==> src/rtl/cic_interpolator.sv <==
// Three-stage CIC interpolator: low-rate comb section, zero-stuffing by R, clk-rate integrators.
// R in {1,2,4,8,16} is taken from Interp_Factor only at period boundaries.
module cic_interpolator #(
    parameter int WIDTH      = 16,
    parameter int BIT_GROWTH = 12
) (
    input  logic                               clk,
    input  logic                               rst_n,
    input  logic signed [WIDTH-1:0]            x_n,
    input  logic                               x_valid,
    output logic                               x_ready,
    input  logic [4:0]                         Interp_Factor,
    output logic signed [WIDTH+BIT_GROWTH-1:0] y_n,
    output logic                               y_valid,
    output logic                               underflow
);
    localparam int OUT_W    = WIDTH + BIT_GROWTH;
    localparam int N_STAGES = 3;

    logic [4:0] phase_reg, phase_next;
    logic [4:0] r_act_reg, r_act_next;
    logic [4:0] factor_dec;
    logic [4:0] r_eff;
    logic       first_reg;
    logic       wrap;
    logic       slot;

    logic signed [OUT_W-1:0] sample;
    logic signed [OUT_W-1:0] d_reg    [N_STAGES];
    logic signed [OUT_W-1:0] comb_val [N_STAGES+1];
    logic signed [OUT_W-1:0] up_reg;
    logic signed [OUT_W-1:0] integ_val [N_STAGES+1];

    logic [2:0] vpipe_reg;
    logic       y_valid_reg;
    logic       underflow_reg;

    always_comb begin
        case (Interp_Factor)
            5'd1, 5'd2, 5'd4, 5'd8, 5'd16: factor_dec = Interp_Factor;
            default:                        factor_dec = 5'd1;
        endcase
    end

    // The first edge after reset release uses the requested factor directly,
    // so the very first period already has the right length.
    assign r_eff      = first_reg ? factor_dec : r_act_reg;
    assign wrap       = (phase_reg == r_eff - 5'd1);
    assign phase_next = wrap ? 5'd0 : phase_reg + 5'd1;
    assign r_act_next = (first_reg || wrap) ? factor_dec : r_act_reg;
    assign slot       = (phase_reg == 5'd0);
    assign x_ready    = slot;

    always_ff @(posedge clk or negedge rst_n) begin
        if (!rst_n) begin
            phase_reg <= 5'd0;
            r_act_reg <= 5'd1;
            first_reg <= 1'b1;
        end else begin
            phase_reg <= phase_next;
            r_act_reg <= r_act_next;
            first_reg <= 1'b0;
        end
    end

    // A missing sample at a slot is processed as zero.
    assign sample = x_valid ? {{BIT_GROWTH{x_n[WIDTH-1]}}, x_n} : '0;

    always_comb begin
        comb_val[0] = sample;
        for (int i = 0; i < N_STAGES; i++) begin
            comb_val[i+1] = comb_val[i] - d_reg[i];
        end
    end

    always_ff @(posedge clk or negedge rst_n) begin
        if (!rst_n) begin
            for (int i = 0; i < N_STAGES; i++) begin
                d_reg[i] <= '0;
            end
            up_reg <= '0;
        end else begin
            if (slot) begin
                for (int i = 0; i < N_STAGES; i++) begin
                    d_reg[i] <= comb_val[i];
                end
            end
            up_reg <= slot ? comb_val[N_STAGES] : '0;
        end
    end

    assign integ_val[0] = up_reg;

    for (genvar gi = 0; gi < N_STAGES; gi++) begin : g_integ
        logic signed [OUT_W-1:0] acc_reg;

        always_ff @(posedge clk or negedge rst_n) begin
            if (!rst_n) begin
                acc_reg <= '0;
            end else begin
                acc_reg <= acc_reg + integ_val[gi];
            end
        end

        assign integ_val[gi+1] = acc_reg;
    end

    assign y_n = integ_val[N_STAGES];

    // Valid follows the first accepted sample through the three integrator stages.
    always_ff @(posedge clk or negedge rst_n) begin
        if (!rst_n) begin
            vpipe_reg     <= 3'b000;
            y_valid_reg   <= 1'b0;
            underflow_reg <= 1'b0;
        end else begin
            vpipe_reg   <= {vpipe_reg[1:0], vpipe_reg[0] | (slot & x_valid)};
            y_valid_reg <= vpipe_reg[2];
            if (slot && !x_valid) begin
                underflow_reg <= 1'b1;
            end
        end
    end

    assign y_valid   = y_valid_reg;
    assign underflow = underflow_reg;

endmodule

==> config.mk <==
export PLATFORM = sky130hd
export DESIGN_NAME = cic_interpolator
export DESIGN_NICKNAME = d
export VERILOG_FILES = /design/src/rtl/cic_interpolator.sv
export SDC_FILE = /design/constraint.sdc
export NUM_CORES = 1
export LEC_CHECK = 0
export CAP_MARGIN = 20
export CORE_MARGIN = 2
export CORE_UTILIZATION = 37
export DETAILED_ROUTE_END_ITERATION = 10
export PLACE_DENSITY_LB_ADDON = 0.25
export RECOVER_POWER = 25
export SYNTH_ARGS = -nofsm -noshare
export SYNTH_HDL_FRONTEND = slang
export SYNTH_SLANG_ARGS = --single-unit
==> constraint.sdc <==
create_clock -name clk -period 8.2 [get_ports clk]
set_input_delay 1.23 -clock clk [delete_from_list [all_inputs] [get_ports clk]]
set_output_delay 1.23 -clock clk [all_outputs]
set_load 0.01 [all_outputs]
* Word-level counts from Yosys, hierarchy flattened
Index checks and enable logic that the tools add are counted.
** Storage, ports and cells
- Register bits :: 212
- Output and inout port bits :: 31
** Operators by class
- Bitwise operators :: 2
- $add $sub $neg :: 8
- Reduce and logical (&&, ||, !) cells :: 5
- Equal/unequal tests :: 6
- Multiplexer cells :: 5
** Operators with widths (count)
- adder 28 bit :: 3
- subtractor 28 bit :: 3
- two-way mux 28 bit :: 2
- two-way mux 5 bit :: 3
- adder 5 x 1 -> 5 bit (second input constant) :: 1
- equality test 5 x 1 -> 1 bit (second input constant) :: 1
- equality test 5 x 2 -> 1 bit (second input constant) :: 1
- equality test 5 x 3 -> 1 bit (second input constant) :: 1
- equality test 5 x 4 -> 1 bit (second input constant) :: 1
- equality test 5 bit :: 1
- equality test 5 bit (second input constant) :: 1
- zero test 5 bit :: 1
- OR reduction 5 bit :: 1
- subtractor 5 x 1 -> 5 bit (second input constant) :: 1
- AND 1 bit :: 1
- logical AND 1 bit :: 1
- zero test 1 bit :: 1
- logical OR 1 bit :: 1
- OR 1 bit :: 1

* Logic depth before layout (Yosys ltp)
Gate-level depths: netlist of run 1.
- Depth in word-level cells :: 7
- Depth in mapped cells :: 31
- Mapped depth without buffers :: 29

* Worst setup path before layout of run 1
Ideal clock, no wire load.
- Path type :: input port to flip-flop
- From :: input port x_valid
- To :: register up_reg[27]
- Setup slack :: 1.699 ns
- Buffers on the path :: 1
- Stages on the path :: 30
- Data required time :: 8.121 ns
- Arrival time :: 6.422 ns
- Cell sequence :: clkbuf_1 -> nand2_1 -> ha_1 -> inv_1 -> fa_1 -> nand3_1 -> a21boi_0 -> o21ai_0 -> a21oi_1 -> a221o_1 -> a21o_1 -> a21oi_1 -> xnor2_1 -> ha_1 -> a211oi_1 -> o21bai_1 -> a21o_1 -> a21oi_1 -> o21a_1 -> o21bai_1 -> xor2_1 -> ha_1 -> a21o_1 -> a21o_1 -> a41oi_1 -> o31ai_1 -> a311oi_2 -> o21ai_1 -> or2_0 -> mux2i_1
** RTL lines
- start: declaration :: RTL line 10 : input logic x_valid,
- end signal: assignment :: RTL line 88 : up_reg <= slot ? comb_val[N_STAGES] : '0;
- end: declaration :: RTL line 31 : logic signed [OUT_W-1:0] up_reg;

==> results of run 1 <==
## layout by cell type (no fill, tap or decap), types with 53 or more instances in the layout
cell type / count
sky130_fd_sc_hd__dfrtp_1: 198
sky130_fd_sc_hd__o21ai_0: 115
sky130_fd_sc_hd__xnor2_1: 87
sky130_fd_sc_hd__clkdlybuf4s50_1: 53
sky130_fd_sc_hd__a21o_1: 54
sky130_fd_sc_hd__a21oi_1: 106
sky130_fd_sc_hd__inv_1: 124
sky130_fd_sc_hd__nand2_1: 112
sky130_fd_sc_hd__nor2_1: 91
sky130_fd_sc_hd__ha_1: 155
## layer usage
| metal | wire (um) | vias up | track usage, % | part of all wire (%) |
|---|---|---|---|---|
| li1 | - | 5366 | - | - |
| met1 | 13120 | 4652 | 18.28 | 50 |
| met2 | 12210 | 92 | 24.84 | 47 |
| met3 | 507 | 18 | 2.066 | 1.9 |
| met4 | 301 | 0 | 3.704 | 1.2 |
| met5 | 0 | - | 0 | 0 |
## worst min path at each step
stage / slack (ns) / end / from
finish: 0.35 / vpipe_reg[2] / vpipe_reg[1]
global route: 0.35 / vpipe_reg[2] / vpipe_reg[1]
CTS: 0.35 / vpipe_reg[2] / vpipe_reg[1]
detailed placement: 0.34 / vpipe_reg[2] / vpipe_reg[1]
global placement: 0.34 / vpipe_reg[2] / vpipe_reg[1]
floorplan: 0.33 / vpipe_reg[2] / vpipe_reg[1]
## synth_stat cells, types with 23 or more instances
cell type,instances,area share [%]
sky130_fd_sc_hd__dfrtp_1,198,36
sky130_fd_sc_hd__ha_1,155,14
sky130_fd_sc_hd__inv_1,124,3.4
sky130_fd_sc_hd__o21ai_0,115,4.2
sky130_fd_sc_hd__nand2_1,112,3.0
sky130_fd_sc_hd__a21oi_1,106,3.8
sky130_fd_sc_hd__nor2_1,91,2.5
sky130_fd_sc_hd__xnor2_1,87,5.5
sky130_fd_sc_hd__a21o_1,54,2.9
sky130_fd_sc_hd__xor2_1,46,2.9
sky130_fd_sc_hd__nand3_1,28,1.0
sky130_fd_sc_hd__clkbuf_1,23,0.63
sky130_fd_sc_hd__nand2b_1,23,1.0
## area by class of cell
cell class	instances	area (um^2)	share of cell area, %
multi-input cells	1137	8235	53.32
flip-flops and latches	200	5007	32.42
well taps	468	585.6	3.791
repair buffers	59	571.8	3.702
inverters	125	469.2	3.038
clock buffers	20	436.7	2.827
clock inverters	11	138.9	0.8992
## through the flow
stage	instance area [um^2]	hold WS, ns	worst slack, ns	cells	utilization, %
finish	15440	0.3500	0.8531	2020	42.09
global route	15440	0.3509	0.1791	2020	42.09
CTS	15450	0.3509	0.7990	2020	42.11
detailed placement	14880	0.3355	0.3497	1989	40.55
global placement	14880	0.3429	0.5855	1989	40.55
floorplan	13810	0.3312	1.699	1487	-
## kinds of logic after synthesis
group | count (synthesis) | share of synthesized area, %
simple gates | 375 | 13.25
compound gates | 446 | 21.24
xor+xnor | 134 | 8.600
flops | 200 | 36.27
mux | 20 | 1.613
fa+ha+maj | 161 | 14.92
other cells | 1 | 0.02716
buf+inv | 150 | 4.087
==> results_tabular.tex, run 1 <==
\begin{tabular}{lr}
\hline
Metric & Value \\
\hline
\multicolumn{2}{l}{\textbf{Drt}} \\
\quad Routed Wire Length & 26,140 um \\
\quad DRT Pass-1 Iters & 5 \\
\quad Post-detailed-route wirelength per cell & 12.94 um \\
\quad 1st-iter DRT viols & 525 \\
\quad DRC violation count after routing & 0 \\
\quad Number of nets still failing antenna checks after routing & 0 \\
\quad Detail-routed via count per cell & 5.014 \\
\quad Count of vias placed by the detailed router & 10,128 \\
\multicolumn{2}{l}{\textbf{STA}} \\
\quad Post-layout minimum cycle time & 7.347 ns \\
\quad Slew @ Worst Pin & 4.964 ns \\
\quad Post-route setup TNS & 0 ns \\
\quad Worst-case headroom to the max-slew limit & -230.9\% \\
\quad Final cycle utilization of the critical path & 89.60\% \\
\quad Pins Over Slew Limit & 94 \\
\quad Hold Vio Cnt, Final & 0 \\
\quad Final clock skew & 0.01225 ns \\
\quad Unrepaired setup endpoints after global routing & no \\
\quad Final setup viols & 0 \\
\quad Highest Clock Rate & 0.1361 GHz \\
\multicolumn{2}{l}{\textbf{Setup path}} \\
\quad Critical Path Slowest Stage Cell & sky130\_fd\_sc\_hd\_\_clkdlybuf4s50\_1 \\
\quad Arrival time of the worst setup path & 7.71 ns \\
\quad Top Family by Delay on Critical Path & compound AO/OA/AOI/OAI gates \\
\quad Setup crit end & up\_reg[27] \\
\quad Critical Path Stages & 30 \\
\quad Endpoint class of the critical path & flop \\
\quad Critical Setup Path Class & input pin to flop \\
\quad Launching instance or port of the critical path & x\_valid \\
\quad Cells on worst reg2reg path & 28 \\
\quad Reg2Reg Setup Slack & 2.18 ns \\
\quad Delay of the slowest cell on the worst path & 0.77 ns \\
\quad Required @ worst endpoint & 8.57 ns \\
\quad R2r startpoint & d\_reg[56] \\
\quad Startpoint class of the critical path & input pin \\
\quad Endpoint of the worst register-to-register path & up\_reg[27] \\
\quad Maximum net fanout on the critical path & 18 \\
\quad Total buffers and inverters traversed by the critical path & 4 \\
\multicolumn{2}{l}{\textbf{Die}} \\
\quad Horiz. Die Dim & 197.2 um \\
\quad Chip height & 197.2 um \\
\quad Die Footprint & 0.03888 mm\^{}2 \\
\quad Number of rows in the core area & 70 \\
\quad Effective utilization at floorplan & 37.62\% \\
\quad Top-Level Pins & 55 \\
\quad Core region area & 0.03670 mm\^{}2 \\
\multicolumn{2}{l}{\textbf{Logic synthesis}} \\
\quad Yosys warnings & 0 \\
\quad Number of flip-flops and latches in the synthesized netlist & 200 \\
\quad Syn Std Cell Area & 0.01381 mm\^{}2 \\
\quad FFs w/ async S/R, synth & 100.0\% \\
\quad Post-synthesis cell type count & 88 \\
\quad Proportion of synthesized chip area in sequential cells & 36.27\% \\
\quad Number of synthesized flops with an enable pin & 0 \\
\quad Synthesized area divided by synthesized cell count & 9.285 um\^{}2 \\
\quad Top flip-flop cell by instance count after synthesis & sky130\_fd\_sc\_hd\_\_dfrtp\_1 \\
\quad Synthesized netlist cell count & 1,487 \\
\quad Number of nets in the synthesized netlist & 1,672 \\
\multicolumn{2}{l}{\textbf{Global routing}} \\
\quad Initial antenna violation count & 0 \\
\quad Largest net degree at the start of global routing & 107 \\
\quad Wire length of the first global-routing pass & 45,970 um \\
\quad Global-route total usage across every layer & 14.17\% \\
\quad Vias in the first global route & 10,074 \\
\quad Sum of overflow across all layers after global routing & 0 \\
\multicolumn{2}{l}{\textbf{Clocking}} \\
\quad CTS tree & built \\
\quad Post-CTS Repair Setup Buffers & 0 \\
\quad Post-cts sizing count & 0 \\
\quad Bufs on Longest Clock Path & 2 \\
\quad Clock-pin slew reported for the worst setup and hold paths after clock tree synthesis & 0.07 ns \\
\quad Clock sinks & 200 \\
\quad Number of hold-repair buffers added at the cts stage & 0 \\
\quad Master cell of the clock root buffer & sky130\_fd\_sc\_hd\_\_clkbuf\_16 \\
\quad Number of buffers created by CTS & 17 \\
\quad Clock latency on the worst-skew pair & 0.44 ns \\
\quad Number of H-tree levels & 4 \\
\multicolumn{2}{l}{\textbf{Run status}} \\
\quad Outcome & finished, violations left \\
\quad Violations in the final reports & capacitance limit, slew limit \\
\multicolumn{2}{l}{\textbf{Final layout}} \\
\quad Net count reported at finish & 1,725 \\
\quad Fill cell count & 3,580 \\
\quad Number of flip-flops in the largest register & 72 \\
\quad Fraction of final layout cells sized beyond drive strength 1 & 5.928\% \\
\quad Syn-to-layout area delta & 11.86\% \\
\quad Diodes inserted & 0 \\
\multicolumn{2}{l}{\textbf{Hold path}} \\
\quad Class of the tightest hold or removal check & flop to flop \\
\quad Number of cells on the worst hold path & 0 \\
\multicolumn{2}{l}{\textbf{Placement}} \\
\quad Half-perimeter wire length after placement & 19,980 um \\
\quad Number of port buffers & 54 \\
\quad Placer congestion estimate & 0.8577 \\
\multicolumn{2}{l}{\textbf{Job}} \\
\quad Max Cap Violations & 1 \\
\hline
\end{tabular}
Power of run 1 is not shown: default switching activity piles up to over one toggle a cycle in this logic, so the estimate is an artifact.
==> run 2, diff against run 1 <==
--- a/config.mk
+++ b/config.mk
@@ -5,6 +5,7 @@
 export SDC_FILE = /design/constraint.sdc
 export NUM_CORES = 1
 export LEC_CHECK = 0
+export ABC_AREA = 1
 export CAP_MARGIN = 20
 export CORE_MARGIN = 2
 export CORE_UTILIZATION = 37
==> run 2 against run 1 <==
The flow still finishes with violations (capacitance limit, slew limit). Setup slack improved by 0.89 ns. Area after synthesis up 6.4%. Die area grew 6.3%. Maximum frequency grew 14%.
==> results_tabular.tex, run 2 <==
\begin{tabular}{lr}
\hline
Metric & Value \\
\hline
\multicolumn{2}{l}{\textbf{Die}} \\
\quad Chip height & 203.3 um (was 197.2 um) \\
\quad Horiz. Die Dim & 203.3 um (was 197.2 um) \\
\quad Core region area & 0.03892 mm\^{}2 (was 0.03670 mm\^{}2) \\
\quad Top-Level Pins & 55 (unchanged) \\
\quad Effective utilization at floorplan & 37.75\% (was 37.62\%) \\
\quad Die Footprint & 0.04132 mm\^{}2 (was 0.03888 mm\^{}2) \\
\quad Number of rows in the core area & 72 (was 70) \\
\multicolumn{2}{l}{\textbf{Logic synthesis}} \\
\quad Number of synthesized flops with an enable pin & 0 (unchanged) \\
\quad Post-synthesis share of cell area spent on full adders, half adders and majority gates & 14.02\% (was 14.92\%) \\
\quad Synthesized netlist cell count & 1,894 (was 1,487) \\
\quad Commonest cells in the netlist & sky130\_fd\_sc\_hd\_\_nand2\_1 (401), sky130\_fd\_sc\_hd\_\_inv\_1 (240), sky130\_fd\_sc\_hd\_\_dfrtp\_1 (198) (was sky130\_fd\_sc\_hd\_\_dfrtp\_1 (198), sky130\_fd\_sc\_hd\_\_ha\_1 (155), sky130\_fd\_sc\_hd\_\_inv\_1 (124)) \\
\quad Number of nets in the synthesized netlist & 2,079 (was 1,672) \\
\quad Synth top area cells & sky130\_fd\_sc\_hd\_\_dfrtp\_1 (34\%), sky130\_fd\_sc\_hd\_\_ha\_1 (13\%), sky130\_fd\_sc\_hd\_\_nand2\_1 (10\%) (was sky130\_fd\_sc\_hd\_\_dfrtp\_1 (36\%), sky130\_fd\_sc\_hd\_\_ha\_1 (14\%), sky130\_fd\_sc\_hd\_\_xnor2\_1 (5.5\%)) \\
\quad Syn Std Cell Area & 0.01469 mm\^{}2 (was 0.01381 mm\^{}2) \\
\quad Top flip-flop cell by instance count after synthesis & sky130\_fd\_sc\_hd\_\_dfrtp\_1 (unchanged) \\
\quad Post-synthesis xor/xnor area fraction & 7.699\% (was 8.600\%) \\
\quad Yosys warnings & 0 (unchanged) \\
\quad Synth Area in Compound Gates & 17.71\% (was 21.24\%) \\
\quad FFs w/ async S/R, synth & 100.0\% (unchanged) \\
\quad Cell type with the largest total area after synthesis & sky130\_fd\_sc\_hd\_\_dfrtp\_1 (unchanged) \\
\quad Dominant combinational cell family by area after synthesis & simple AND/OR/NAND/NOR gates (was compound AO/OA/AOI/OAI gates) \\
\quad Synthesized area divided by synthesized cell count & 7.757 um\^{}2 (was 9.285 um\^{}2) \\
\quad Number of flip-flops and latches in the synthesized netlist & 200 (unchanged) \\
\quad Count leader, synth & sky130\_fd\_sc\_hd\_\_nand2\_1 (was sky130\_fd\_sc\_hd\_\_dfrtp\_1) \\
\quad Area share of the largest cell type after synthesis & 33.73\% (was 35.89\%) \\
\quad Post-synthesis cell type count & 52 (was 88) \\
\quad Simple-Gate Fraction of Synth Area & 19.65\% (was 13.25\%) \\
\quad Proportion of synthesized chip area in sequential cells & 34.08\% (was 36.27\%) \\
\quad Portion of netlist area occupied by mux cells & 0\% (was 1.613\%) \\
\multicolumn{2}{l}{\textbf{Placement}} \\
\quad Number of port buffers & 54 (unchanged) \\
\quad Worst setup timing slack at the placement stage & 1.280 ns (was 0.3497 ns) \\
\quad Placer congestion estimate & 0.9317 (was 0.8577) \\
\quad Number of cells in the design after placement & 2,449 (was 1,989) \\
\quad Half-perimeter wire length after placement & 27,480 um (was 19,980 um) \\
\multicolumn{2}{l}{\textbf{Setup path}} \\
\quad Cell repeated most along the worst path & sky130\_fd\_sc\_hd\_\_nand2\_1 \\
\quad Critical Path Slowest Stage Cell & sky130\_fd\_sc\_hd\_\_clkdlybuf4s50\_1 (unchanged) \\
\quad Endpoint class of the critical path & flop (unchanged) \\
\quad Startpoint class of the critical path & input pin (unchanged) \\
\quad Delay of the slowest cell on the worst path & 0.75 ns (was 0.77 ns) \\
\quad Endpoint of the worst register-to-register path & up\_reg[24] (was up\_reg[27]) \\
\quad Critical Setup Path Class & input pin to flop (unchanged) \\
\quad Required @ worst endpoint & 8.58 ns (was 8.57 ns) \\
\quad Reg2Reg Setup Slack & 3.15 ns (was 2.18 ns) \\
\quad Arrival time of the worst setup path & 6.84 ns (was 7.71 ns) \\
\quad R2r startpoint & d\_reg[56] (unchanged) \\
\quad Maximum net fanout on the critical path & 18 (unchanged) \\
\quad Cells on worst reg2reg path & 31 (was 28) \\
\multicolumn{2}{l}{\textbf{Clocking}} \\
\quad Clock latency on the worst-skew pair & 0.46 ns (was 0.44 ns) \\
\quad Master cell of the clock root buffer & sky130\_fd\_sc\_hd\_\_clkbuf\_16 (unchanged) \\
\quad Bufs on Longest Clock Path & 2 (unchanged) \\
\quad Number of hold-repair buffers added at the cts stage & 0 (unchanged) \\
\quad Post-cts sizing count & 0 (unchanged) \\
\quad Post-CTS Repair Setup Buffers & 0 (unchanged) \\
\quad Clock sinks & 200 (unchanged) \\
\quad CTS tree & built (unchanged) \\
\quad Clock-pin slew reported for the worst setup and hold paths after clock tree synthesis & 0.08 ns (was 0.07 ns) \\
\quad Number of buffers created by CTS & 17 (unchanged) \\
\quad Number of H-tree levels & 4 (unchanged) \\
\multicolumn{2}{l}{\textbf{Final layout}} \\
\quad Sequential cell area in the final layout & 0.005007 mm\^{}2 (unchanged) \\
\quad Leading cell types in the layout, fill and taps excluded & sky130\_fd\_sc\_hd\_\_nand2\_1 (401), sky130\_fd\_sc\_hd\_\_inv\_1 (239), sky130\_fd\_sc\_hd\_\_dfrtp\_1 (198), sky130\_fd\_sc\_hd\_\_a21oi\_1 (192), sky130\_fd\_sc\_hd\_\_o21ai\_0 (160) (was sky130\_fd\_sc\_hd\_\_dfrtp\_1 (198), sky130\_fd\_sc\_hd\_\_ha\_1 (155), sky130\_fd\_sc\_hd\_\_inv\_1 (124), sky130\_fd\_sc\_hd\_\_o21ai\_0 (115), sky130\_fd\_sc\_hd\_\_nand2\_1 (112)) \\
\quad Number of flip-flops in the largest register & 72 (unchanged) \\
\quad Net count reported at finish & 2,135 (was 1,725) \\
\quad Fill cell count & 4,042 (was 3,580) \\
\quad Most frequent standard cell in the layout excluding fill and tap cells & sky130\_fd\_sc\_hd\_\_nand2\_1 (was sky130\_fd\_sc\_hd\_\_dfrtp\_1) \\
\quad Diodes inserted & 0 (unchanged) \\
\quad Syn-to-layout area delta & 11.38\% (was 11.86\%) \\
\quad Fraction of final layout cells sized beyond drive strength 1 & 4.842\% (was 5.928\%) \\
\quad Final std cells w/o fill & 2,480 (was 2,020) \\
\quad Footprint of the multi-input gates & 0.008667 mm\^{}2 (was 0.008235 mm\^{}2) \\
\multicolumn{2}{l}{\textbf{STA}} \\
\quad Final clock skew & 0.01112 ns (was 0.01225 ns) \\
\quad Pins Over Slew Limit & 127 (was 94) \\
\quad Fin Hold WS & 0.3512 ns (was 0.3500 ns) \\
\quad Slew @ Worst Pin & 5.618 ns (was 4.964 ns) \\
\quad Worst-case headroom to the max-slew limit & -274.6\% (was -230.9\%) \\
\quad Post-route setup TNS & 0 ns (unchanged) \\
\quad Final cycle utilization of the critical path & 78.75\% (was 89.60\%) \\
\quad Final setup viols & 0 (unchanged) \\
\quad PnR worst setup slack & 1.742 ns (was 0.8531 ns) \\
\quad Hold Vio Cnt, Final & 0 (unchanged) \\
\quad Post-layout minimum cycle time & 6.458 ns (was 7.347 ns) \\
\quad Unrepaired setup endpoints after global routing & no (unchanged) \\
\quad Highest Clock Rate & 0.1549 GHz (was 0.1361 GHz) \\
\multicolumn{2}{l}{\textbf{Drt}} \\
\quad DRC violation count after routing & 0 (unchanged) \\
\quad DRT Pass-1 Iters & 5 (unchanged) \\
\quad Routed Wire Length & 34,210 um (was 26,140 um) \\
\quad Detail-routed via count per cell & 5.003 (was 5.014) \\
\quad 1st-iter DRT viols & 533 (was 525) \\
\quad Number of nets still failing antenna checks after routing & 0 (unchanged) \\
\quad Count of vias placed by the detailed router & 12,408 (was 10,128) \\
\quad Post-detailed-route wirelength per cell & 13.79 um (was 12.94 um) \\
\multicolumn{2}{l}{\textbf{Run status}} \\
\quad Violations in the final reports & capacitance limit, slew limit (unchanged) \\
\quad Outcome & finished, violations left (unchanged) \\
\multicolumn{2}{l}{\textbf{Global routing}} \\
\quad Global-route total usage across every layer & 17.32\% (was 14.17\%) \\
\quad Largest net degree at the start of global routing & 127 (was 107) \\
\quad Vias in the first global route & 12,497 (was 10,074) \\
\quad Initial antenna violation count & 0 (unchanged) \\
\quad Wire length of the first global-routing pass & 58,720 um (was 45,970 um) \\
\quad Sum of overflow across all layers after global routing & 0 (unchanged) \\
\multicolumn{2}{l}{\textbf{Hold path}} \\
\quad Number of cells on the worst hold path & 0 (unchanged) \\
\quad Hold worst-path end & vpipe\_reg[2] (unchanged) \\
\quad Beginning of the worst hold path & vpipe\_reg[1] (unchanged) \\
\quad Class of the tightest hold or removal check & flop to flop (unchanged) \\
\multicolumn{2}{l}{\textbf{Job}} \\
\quad Max Cap Violations & 1 (unchanged) \\
\hline
\end{tabular}
run 2: cell types whose count changed after synthesis, moves of 16 or more:
cell,previous run,this run
sky130_fd_sc_hd__a21o_1,54,11
sky130_fd_sc_hd__nor2b_1,22,0
sky130_fd_sc_hd__xor2_1,46,76
sky130_fd_sc_hd__inv_1,124,240
sky130_fd_sc_hd__nor2_1,91,123
sky130_fd_sc_hd__a211oi_1,17,1
sky130_fd_sc_hd__nand3_1,28,74
sky130_fd_sc_hd__nand2_1,112,401
sky130_fd_sc_hd__xnor2_1,87,42
sky130_fd_sc_hd__o21ai_0,115,154
sky130_fd_sc_hd__a21oi_1,106,192
sky130_fd_sc_hd__nand2b_1,23,0
run 2: per-layer routing:
layer,vias to the layer above,track usage (%),routed length [um]
met4,0,6.465,899
met3,49,2.493,828
met1,5734,21.29,15850
met2,172,30.70,16630
met5,-,0,0
li1,6453,-,-
run 2: cell families after synthesis:
kind of cell | count (synthesis)
compound gates | 462
xor+xnor | 124
other cells | 1
flops | 200
fa+ha+maj | 161
simple gates | 682
buf+inv | 264
run 2: worst max-delay path: cells and delay by family:
| kind | cells | cell delay [ns] |
|---|---|---|
| XOR/XNOR | 1 | 0.19 |
| AO/OA/AOI/OAI | 7 | 1.10 |
| buffers and inverters | 5 | 1.03 |
| AND/OR/NAND/NOR | 16 | 2.01 |
| adder cells (fa/ha/maj) | 4 | 1.29 |
run 2: final cells by class:
cell class | count | area share [%]
multi-input combinational | 1430 | 52.97
timing repair buffer | 57 | 3.441
inverter | 244 | 5.597
clock inverter | 13 | 0.7494
sequential | 200 | 30.60
clock buffer | 18 | 2.684
tap | 518 | 3.961
run 2: how the worst max path moves through the flow:
stage                 start                      to  slack [ns]  cells after the start
finish              x_valid              up_reg[24]        1.74                     33
global route          rst_n  g_integ[0].acc_reg[24]        0.68                      1
CTS                 x_valid              up_reg[24]        1.75                     33
detailed placement  x_valid              up_reg[24]        1.28                     33
global placement    x_valid              up_reg[24]        1.43                     33
floorplan           x_valid              up_reg[24]        2.70                     33
run 2: per-stage QoR:
| step | utilization, % | instance area, um^2 |
|---|---|---|
| 2_1_floorplan | - | 14690 |
| 3_3_place_gp | 40.65 | 15820 |
| 3_5_place_dp | 40.65 | 15820 |
| 4_1_cts | 42.09 | 16380 |
| 5_1_grt | 42.05 | 16360 |
| 6_report | 42.05 | 16360 |
Power of run 2 is left out for the same reason.
==> run 3, diff against run 2 <==
==> constraint.sdc (replaced) <==
create_clock -name clk -period 6.72 [get_ports clk]
set_input_delay 1.008 -clock clk [delete_from_list [all_inputs] [get_ports clk]]
set_output_delay 1.008 -clock clk [all_outputs]
set_load 0.01 [all_outputs]
==> run 3 against run 2 <==
The flow still finishes with violations (capacitance limit, slew limit). Utilization rose by 0.16 points. Global-route usage rose by 0.44 points. Flip-flop and latch count did not move. Die area did not move. Register-to-register slack got worse by 1.6 ns. Routed wire length rose by 3.3%. Hold slack improved by 0.0011 ns. Largest cell class unchanged.
==> results_tabular.tex, run 3 (synthesis gave the netlist of run 2 again) <==
\begin{tabular}{lr}
\hline
Metric & Value \\
\hline
\multicolumn{2}{l}{\textbf{Run status}} \\
\quad Outcome & finished, violations left (unchanged) \\
\quad Violations in the final reports & capacitance limit, slew limit (unchanged) \\
\multicolumn{2}{l}{\textbf{Setup path}} \\
\quad Top Family by Delay on Critical Path & simple AND/OR/NAND/NOR gates (unchanged) \\
\quad Arrival time of the worst setup path & 6.36 ns (was 6.84 ns) \\
\quad Critical Setup Path Class & input pin to flop (unchanged) \\
\quad Critical Path Slowest Stage Cell & sky130\_fd\_sc\_hd\_\_clkdlybuf4s50\_1 (unchanged) \\
\quad Cell repeated most along the worst path & sky130\_fd\_sc\_hd\_\_nand2\_1 (unchanged) \\
\quad Required @ worst endpoint & 7.05 ns (was 8.58 ns) \\
\quad Endpoint class of the critical path & flop (unchanged) \\
\quad Total buffers and inverters traversed by the critical path & 5 (unchanged) \\
\quad Maximum net fanout on the critical path & 18 (unchanged) \\
\quad Delay of the slowest cell on the worst path & 0.40 ns (was 0.75 ns) \\
\quad Startpoint class of the critical path & input pin (unchanged) \\
\multicolumn{2}{l}{\textbf{Die}} \\
\quad Chip height & 203.3 um (unchanged) \\
\quad Die Footprint & 0.04132 mm\^{}2 (unchanged) \\
\quad Number of rows in the core area & 72 (unchanged) \\
\quad Effective utilization at floorplan & 37.75\% (unchanged) \\
\quad Top-Level Pins & 55 (unchanged) \\
\quad Core region area & 0.03892 mm\^{}2 (unchanged) \\
\quad Horiz. Die Dim & 203.3 um (unchanged) \\
\multicolumn{2}{l}{\textbf{Clocking}} \\
\quad Master cell of the clock root buffer & sky130\_fd\_sc\_hd\_\_clkbuf\_16 (unchanged) \\
\quad Clock latency on the worst-skew pair & 0.45 ns (was 0.46 ns) \\
\quad Number of buffers created by CTS & 17 (unchanged) \\
\quad Clock sinks & 200 (unchanged) \\
\quad Number of H-tree levels & 4 (unchanged) \\
\quad CTS tree & built (unchanged) \\
\quad Bufs on Longest Clock Path & 2 (unchanged) \\
\quad Post-CTS Repair Setup Buffers & 0 (unchanged) \\
\quad Clock-pin slew reported for the worst setup and hold paths after clock tree synthesis & 0.07 ns (was 0.08 ns) \\
\multicolumn{2}{l}{\textbf{Global routing}} \\
\quad Wire length of the first global-routing pass & 59,820 um (was 58,720 um) \\
\quad Initial antenna violation count & 0 (unchanged) \\
\quad Global-route total usage across every layer & 17.76\% (was 17.32\%) \\
\quad Vias in the first global route & 12,698 (was 12,497) \\
\quad Sum of overflow across all layers after global routing & 0 (unchanged) \\
\quad Largest net degree at the start of global routing & 105 (was 127) \\
\multicolumn{2}{l}{\textbf{STA}} \\
\quad Worst-case headroom to the max-slew limit & -204.3\% (was -274.6\%) \\
\quad Post-route setup TNS & 0 ns (unchanged) \\
\quad Final clock skew & 0.009860 ns (was 0.01112 ns) \\
\quad Slew @ Worst Pin & 4.565 ns (was 5.618 ns) \\
\quad Pins Over Slew Limit & 145 (was 127) \\
\quad Unrepaired setup endpoints after global routing & no (unchanged) \\
\quad Post-layout minimum cycle time & 6.024 ns \\
\quad Final cycle utilization of the critical path & 89.65\% \\
\quad Highest Clock Rate & 0.1660 GHz \\
\quad Final setup viols & 0 (unchanged) \\
\quad Hold Vio Cnt, Final & 0 (unchanged) \\
\multicolumn{2}{l}{\textbf{Final layout}} \\
\quad Most frequent standard cell in the layout excluding fill and tap cells & sky130\_fd\_sc\_hd\_\_nand2\_1 (unchanged) \\
\quad Fill cell count & 3,962 (was 4,042) \\
\quad Final std cells w/o fill & 2,482 (was 2,480) \\
\quad Number of flip-flops in the largest register & 72 (unchanged) \\
\quad Diodes inserted & 0 (unchanged) \\
\quad Leading cell types in the layout, fill and taps excluded & sky130\_fd\_sc\_hd\_\_nand2\_1 (401), sky130\_fd\_sc\_hd\_\_inv\_1 (239), sky130\_fd\_sc\_hd\_\_dfrtp\_1 (198), sky130\_fd\_sc\_hd\_\_a21oi\_1 (192), sky130\_fd\_sc\_hd\_\_o21ai\_0 (160) (unchanged) \\
\quad Syn-to-layout area delta & 11.80\% (was 11.38\%) \\
\quad Net count reported at finish & 2,137 (was 2,135) \\
\quad Fraction of final layout cells sized beyond drive strength 1 & 4.888\% (was 4.842\%) \\
\multicolumn{2}{l}{\textbf{Drt}} \\
\quad Post-detailed-route wirelength per cell & 14.23 um (was 13.79 um) \\
\quad DRC violation count after routing & 0 (unchanged) \\
\quad Detail-routed via count per cell & 5.041 (was 5.003) \\
\quad DRT Pass-1 Iters & 7 (was 5) \\
\quad Number of nets still failing antenna checks after routing & 0 (unchanged) \\
\quad Count of vias placed by the detailed router & 12,513 (was 12,408) \\
\quad 1st-iter DRT viols & 502 (was 533) \\
\quad Routed Wire Length & 35,330 um (was 34,210 um) \\
\multicolumn{2}{l}{\textbf{Placement}} \\
\quad Placer congestion estimate & 0.8788 (was 0.9317) \\
\quad Number of cells in the design after placement & 2,451 (was 2,449) \\
\quad Half-perimeter wire length after placement & 28,190 um (was 27,480 um) \\
\quad Number of port buffers & 54 (unchanged) \\
\multicolumn{2}{l}{\textbf{Hold path}} \\
\quad Class of the tightest hold or removal check & flop to flop (unchanged) \\
\multicolumn{2}{l}{\textbf{Job}} \\
\quad Max Cap Violations & 2 (was 1) \\
\hline
\end{tabular}
run 3: cell types whose count changed in the layout (fill, tap and decap cells not counted):
cell                              change
sky130_fd_sc_hd__a21boi_0             +1
sky130_fd_sc_hd__a21boi_2             -1
sky130_fd_sc_hd__buf_4                +1
sky130_fd_sc_hd__bufinv_16            +3
sky130_fd_sc_hd__clkbuf_1             +2
sky130_fd_sc_hd__clkdlybuf4s25_1      -1
sky130_fd_sc_hd__clkinv_2             +2
sky130_fd_sc_hd__clkinv_4             -3
sky130_fd_sc_hd__inv_6                -2
sky130_fd_sc_hd__o21ai_1              -1
sky130_fd_sc_hd__o21ai_2              +1
run 3: worst paths after layout:
| path | from | endpoint | slack, ns | cells after the start |
|---|---|---|---|---|
| setup / recovery | x_valid | up_reg[27] | 0.70 | 33 |
| hold / removal | vpipe_reg[1] | vpipe_reg[2] | 0.35 | 0 |
| setup reg to reg | d_reg[56] | up_reg[27] | 1.58 | 30 |
| hold reg to reg | vpipe_reg[1] | vpipe_reg[2] | 0.35 | 0 |
| max in group asynchronous | rst_n | d_reg[51] | 1.89 | 2 |
| min in group asynchronous | rst_n | y_n[2] | 2.21 | 1 |
run 3: per-stage QoR:
step,hold slack (ns),util (%),setup slack [ns],instance area [um^2]
2_1_floorplan,0.3312,-,1.446,14690
3_3_place_gp,0.3324,40.69,0.4531,15840
3_5_place_dp,0.3379,40.69,0.2088,15840
4_1_cts,0.3539,42.28,0.6706,16450
5_1_grt,0.3592,42.20,0.02736,16420
6_report,0.3523,42.20,0.6957,16420
run 3: worst register-to-register path, delay by kind of cell (launching register included):
kind,cells,cell delay (ns)
flip-flops,1,0.36
buffers and inverters,3,0.20
adder cells (fa/ha/maj),4,1.29
XOR/XNOR,1,0.19
AO/OA/AOI/OAI,5,0.84
AND/OR/NAND/NOR,17,2.13
run 3: final cells by class:
cell class                      count  area (um^2)  area share, %
Clock buffer                       18        439.2          2.674
Clock inverter                     13        178.9          1.089
Inverter                          244        915.9          5.576
Multi-Input combinational cell   1430         8667          52.77
Sequential cell                   200         5007          30.49
Tap cell                          518        648.1          3.946
Timing Repair Buffer               59        568.0          3.459
run 3: timing repair:
action / in CTS / in global routing
hold buffers: 0 / 0
gates resized for setup: 0 / 1
setup endpoints to repair: 0 / 1
run 3: metal layers:
| metal | part of all wire [%] | up-vias | global-route usage, % |
|---|---|---|---|
| met2 | 49 | 218 | 32.25 |
| met4 | 2.4 | 0 | 5.527 |
| met3 | 3.0 | 39 | 2.653 |
| li1 | - | 6429 | - |
| met5 | 0 | - | 0 |
| met1 | 45 | 5827 | 21.56 |
Power of run 3 is left out for the same reason.
